`src/rtl/fetch_queue.sv`:
```
// Instruction-fetch front end: owns the PC, drives a 1-cycle imem and
// buffers {pc, instr} pairs in a DEPTH-entry queue toward decode.
`timescale 1ns/1ps
module fetch_queue #(
  parameter int          PC_W    = 9,
  parameter int          INS_W   = 32,
  parameter int          DEPTH   = 4,
  parameter logic [6:0]  HALT_OP = 7'b1111111
) (
  input  logic                         clk,
  input  logic                         reset,
  output logic                         imem_req,
  output logic [PC_W-1:0]              imem_addr,
  input  logic [INS_W-1:0]             imem_rdata,
  input  logic                         redirect_valid,
  input  logic [PC_W-1:0]              redirect_pc,
  output logic                         out_valid,
  output logic [PC_W-1:0]              out_pc,
  output logic [INS_W-1:0]             out_instr,
  input  logic                         out_ready,
  output logic [$clog2(DEPTH+1)-1:0]   count,
  output logic                         halted
);

  localparam int PW = $clog2(DEPTH);
  localparam int CW = $clog2(DEPTH+1);

  typedef struct packed {
    logic [PC_W-1:0]  pc;
    logic [INS_W-1:0] ins;
  } entry_t;

  logic [PC_W-1:0] pc_q, pc_d;
  logic [PC_W-1:0] fpc_q, fpc_d;
  logic            req_q, req_d;
  logic            halt_q, halt_d;
  logic [PW-1:0]   wr_q, wr_d;
  logic [PW-1:0]   rd_q, rd_d;
  logic [CW-1:0]   cnt_q, cnt_d;
  entry_t          mem_q [DEPTH];

  logic [CW:0] occ;
  logic        issue;
  logic        is_halt;
  logic        rsp;
  logic        push;
  logic        pop;

  // Occupancy ignores a same-cycle pop so an in-flight fetch always fits.
  assign occ     = {1'b0, cnt_q} + (CW+1)'(req_q);
  assign issue   = reset & ~redirect_valid & ~halt_q
                 & (occ < (CW+1)'(DEPTH));
  assign is_halt = (imem_rdata[6:0] == HALT_OP);
  assign rsp     = req_q & ~redirect_valid;
  assign push    = rsp & ~is_halt;
  assign pop     = out_valid & out_ready & ~redirect_valid;

  assign imem_req  = issue;
  assign imem_addr = pc_q;
  assign out_valid = (cnt_q != '0);
  assign out_pc    = out_valid ? mem_q[rd_q].pc  : '0;
  assign out_instr = out_valid ? mem_q[rd_q].ins : '0;
  assign count     = cnt_q;
  assign halted    = halt_q & (cnt_q == '0) & ~req_q;

  always_comb begin
    pc_d   = pc_q;
    fpc_d  = fpc_q;
    req_d  = 1'b0;
    halt_d = halt_q;
    wr_d   = wr_q;
    rd_d   = rd_q;
    cnt_d  = cnt_q;
    if (redirect_valid) begin
      pc_d   = redirect_pc;
      halt_d = 1'b0;
      wr_d   = '0;
      rd_d   = '0;
      cnt_d  = '0;
    end else begin
      if (issue) begin
        pc_d  = pc_q + PC_W'(4);
        fpc_d = pc_q;
        req_d = 1'b1;
      end
      if (rsp && is_halt) begin
        halt_d = 1'b1;
      end
      if (push) begin
        wr_d = wr_q + PW'(1);
      end
      if (pop) begin
        rd_d = rd_q + PW'(1);
      end
      unique case ({push, pop})
        2'b10:   cnt_d = cnt_q + CW'(1);
        2'b01:   cnt_d = cnt_q - CW'(1);
        default: cnt_d = cnt_q;
      endcase
    end
  end

  always_ff @(posedge clk or negedge reset) begin
    if (!reset) begin
      pc_q   <= '0;
      fpc_q  <= '0;
      req_q  <= 1'b0;
      halt_q <= 1'b0;
      wr_q   <= '0;
      rd_q   <= '0;
      cnt_q  <= '0;
    end else begin
      pc_q   <= pc_d;
      fpc_q  <= fpc_d;
      req_q  <= req_d;
      halt_q <= halt_d;
      wr_q   <= wr_d;
      rd_q   <= rd_d;
      cnt_q  <= cnt_d;
    end
  end

  // Storage needs no reset: reads are masked by the count.
  always_ff @(posedge clk) begin
    if (push) begin
      mem_q[wr_q] <= '{pc: fpc_q, ins: imem_rdata};
    end
  end

endmodule

```
`config.mk`:
```
export PLATFORM = sky130hd
export DESIGN_NAME = fetch_queue
export DESIGN_NICKNAME = d
export VERILOG_FILES = /design/src/rtl/fetch_queue.sv
export SDC_FILE = /design/constraint.sdc
export NUM_CORES = 1
export LEC_CHECK = 0
export ABC_AREA = 1
export BUFFER_PORTS_ARGS = -buffer_cell sky130_fd_sc_hd__buf_2
export CAP_MARGIN = 20
export CORE_MARGIN = 4
export CORE_UTILIZATION = 32
export CTS_CLUSTER_SIZE = 25
export DETAILED_ROUTE_END_ITERATION = 10
export GPL_TIMING_DRIVEN = 0
export PLACE_DENSITY = 0.58
export SKIP_CTS_REPAIR_TIMING = 1
export SLEW_MARGIN = 20
export SYNTH_ARGS = -nofsm -noshare
export SYNTH_HDL_FRONTEND = slang
export SYNTH_SLANG_ARGS = --single-unit
```
`constraint.sdc`:
```
create_clock -name clk -period 2.6 [get_ports clk]
set_input_delay 0.39 -clock clk [delete_from_list [all_inputs] [get_ports clk]]
set_output_delay 0.39 -clock clk [all_outputs]
set_load 0.005 [all_outputs]
```
==> impl_metrics.py <==
metrics = {
    "floorplanning": {
        "start_util_pct": 32.95,
        "rows": 56,
        "fp.dieH_um": 164.4,
        "die_x_um": 164.4,
        "coreArea_um2": 23750,
        "die_area_um2": 27030,
        "ios": 101,
    },
    "clock_network": {
        "h-tree-depth": 4,
        "clk_pin_slew_ps": 70,
        "cts.path.max_buffers": 2,
        "cts-root-buf": "clkbuf_16",
        "cts_sinks": 191,
        "cts_tree": "yes",
        "cts_buffers": 17,
        "clock_latency_ps": 430,
    },
    "synthesis": {
        "ys_seq_area_share_pct": 71.55,
        "yosys_warnings": 0,
        "avgSynthCellArea_um2": 11.86,
        "ys_ff_latch": 191,
        "syn_nets": 711,
        "syn-cell-area_um2": 7828,
        "ys_types": 31,
        "synthCells": 660,
    },
    "sta": {
        "final.setup.tns_ps": 0,
        "hold_viol": 27,
        "maxSlewHeadroom_pct": 56.91,
        "finalWorstSetupSlack_ps": 106.5,
        "setup_viol": 0,
        "slew_violations": 0,
        "final_min_period_over_clock_period_pct": 95.90,
        "fmax_mhz": 401.0,
        "rsz0062_at_grt": "false",
        "fin_skew_ps": 9.317,
        "worst_pin_slew_ps": 646.3,
        "period_needed_ps": 2494,
        "whs_ps": -18.01,
    },
    "setup_path": {
        "critPathKind": "register to output pin",
        "required_ps": 2210,
        "critical_path_buf_inv_count": 4,
        "path_delay_family": "buffers and inverters",
        "slowest_delay_ps": 450,
        "worstPathMaxFanout": 10,
        "path_cells": "inv_2 -> buf_4 -> clkbuf_1 -> o21ai_0 -> a21oi_1 -> buf_2",
        "crit_path_top_delay_cell": "clkbuf_1",
        "worstRegToRegCells": 13,
        "worstPathArrival_ps": 2100,
        "crit_path_end_kind": "output pin",
        "critical_path_depth": 6,
        "worst_setup_path_start_kind": "register",
    },
    "routing": {
        "first_pass_iters": 5,
        "vias_per_cell": 4.576,
        "drt-initial-drc-count": 311,
        "vias": 5121,
        "drc": 0,
        "wire_per_inst_um": 16.34,
        "routed_wl_um": 18290,
        "detail-route-antenna-nets": 0,
    },
    "worst_hold_path": {
        "hold_class": "input pin to async pin",
    },
    "global_routing": {
        "grt_antenna_before_repair": 0,
        "grt_start_max_net_pins": 29,
        "grt_use_total_pct": 13.69,
        "grt-ovfl-total": 0,
        "grt_first_pass_wirelength_um": 27930,
        "grt_pass1_vias": 5033,
    },
    "layout": {
        "drive_gt1_share_pct": 23.40,
        "nets": 837,
        "nFillCells": 2244,
        "syn2layout_area_growth_pct": 22.33,
        "layout_common_cells": "nor2_1, edfxtp_1, buf_2",
        "mostFrequentLayoutCell": "nor2_1",
    },
    "power_and_ir_drop": {
        "power_leakage_nw": 3.705,
        "ir_drop_v": 0.0003964,
        "powerDensity_nw_per_um2": 688.3,
    },
    "outcome": {
        "violations": "negative hold slack",
        "status": "finished with violations",
    },
    "flow_run": {
        "cap_violations": 0,
    },
    "placement": {
        "dp.final_hpwl_um": 12040,
        "globalplace.congestion": 0.7451,
        "port-buffer-count": 99,
        "preCtsSetupSlack_ps": 436.1,
    },
}
[sequential cells by signal, indices dropped and copies added (netlist names)]
register / count
mem_q: 164
fpc_q: 9
imem_addr: 9
count: 3
rd_q: 2
wr_q: 2
halt_q: 1
req_q: 1
[report_power, final]
group,total [W],internal [W],switching [W]
Combinational,0.000546,0.000200,0.000346
Sequential,0.00350,0.00343,0.0000696
Clock,0.00254,0.00133,0.00121
Total,0.00659,0.00497,0.00162
[per-layer routing]
metal	up-vias	routed length (µm)	global-route usage, %
met5	-	0	0
met4	0	283	4.612
met3	24	1160	3.344
met2	146	8722	21.80
met1	2408	8121	18.48
li1	2543	-	-
[cells by family after synthesis]
| kind of cell | count (synthesis) | share of synthesized area (%) |
|---|---|---|
| buffers and inverters | 63 | 4.076 |
| adders and majority gates | 6 | 1.055 |
| xor gates and xnor gates | 3 | 0.3357 |
| DFF | 191 | 71.55 |
| and+or+nand+nor | 251 | 13.27 |
| AOI/OAI and AO/OA | 146 | 9.719 |
[stage by stage]
step / power (W) / area [µm²] / cells / util (%) / hold WS (ps)
2_1_floorplan: 0.003846 / 7828 / 660 / - / 94.41
3_3_place_gp: 0.004103 / 8722 / 1078 / 36.72 / 458.4
3_5_place_dp: 0.004128 / 8972 / 1086 / 37.77 / 461.5
4_1_cts: 0.006660 / 9568 / 1118 / 40.28 / -7.232
5_1_grt: 0.006865 / 9573 / 1118 / 40.30 / 17.00
6_report: 0.006591 / 9575 / 1119 / 40.31 / -18.01
[cells in the mapped netlist]
master | instances | share of area (%)
a21oi_1 | 43 | 2.7
a21oi_4 | 1 | 0.21
buf_1 | 1 | 0.048
buf_2 | 12 | 0.77
buf_4 | 5 | 0.48
buf_6 | 6 | 0.86
clkbuf_1 | 10 | 0.48
clkbuf_2 | 1 | 0.064
dfrtp_1 | 27 | 8.6
edfxtp_1 | 164 | 63
fa_1 | 1 | 0.26
ha_1 | 5 | 0.80
inv_1 | 24 | 1.2
inv_2 | 3 | 0.14
inv_4 | 1 | 0.080
nand2_1 | 51 | 2.4
nand2_4 | 4 | 0.58
nand3_1 | 15 | 0.96
nand3_2 | 2 | 0.26
nor2_1 | 174 | 8.3
nor2_2 | 1 | 0.080
nor2_4 | 2 | 0.29
nor2_8 | 1 | 0.26
nor3_1 | 1 | 0.064
o211ai_1 | 3 | 0.29
o211ai_2 | 1 | 0.16
o21ai_0 | 88 | 5.6
o21ai_1 | 9 | 0.58
o21ai_2 | 1 | 0.11
xnor2_1 | 2 | 0.22
xor2_1 | 1 | 0.11
[final timing paths]
kind,start,to,slack (ps)
worst max-delay path,rd_q[0],out_instr[6],110
worst min-delay path,reset,imem_addr[6],-20
worst max register to register,count[1],count[2],630
worst min register to register,fpc_q[7],mem_q[1][39],530
max in group asynchronous,reset,rd_q[1],2190
min in group clk,redirect_pc[0],imem_addr[0],160
[cell type report]
class	count	area, µm²	area share (%)
antenna	1	2.502	0.02613
buffer	35	216.5	2.261
clock buffer	18	450.4	4.704
clock inverter	14	145.1	1.516
inverter	28	107.6	1.124
multi-input combinational	406	1938	20.24
sequential	191	5600	58.49
tap	319	399.1	4.168
timing repair buffer	107	715.7	7.474
Power figures use the tool's default switching activity.
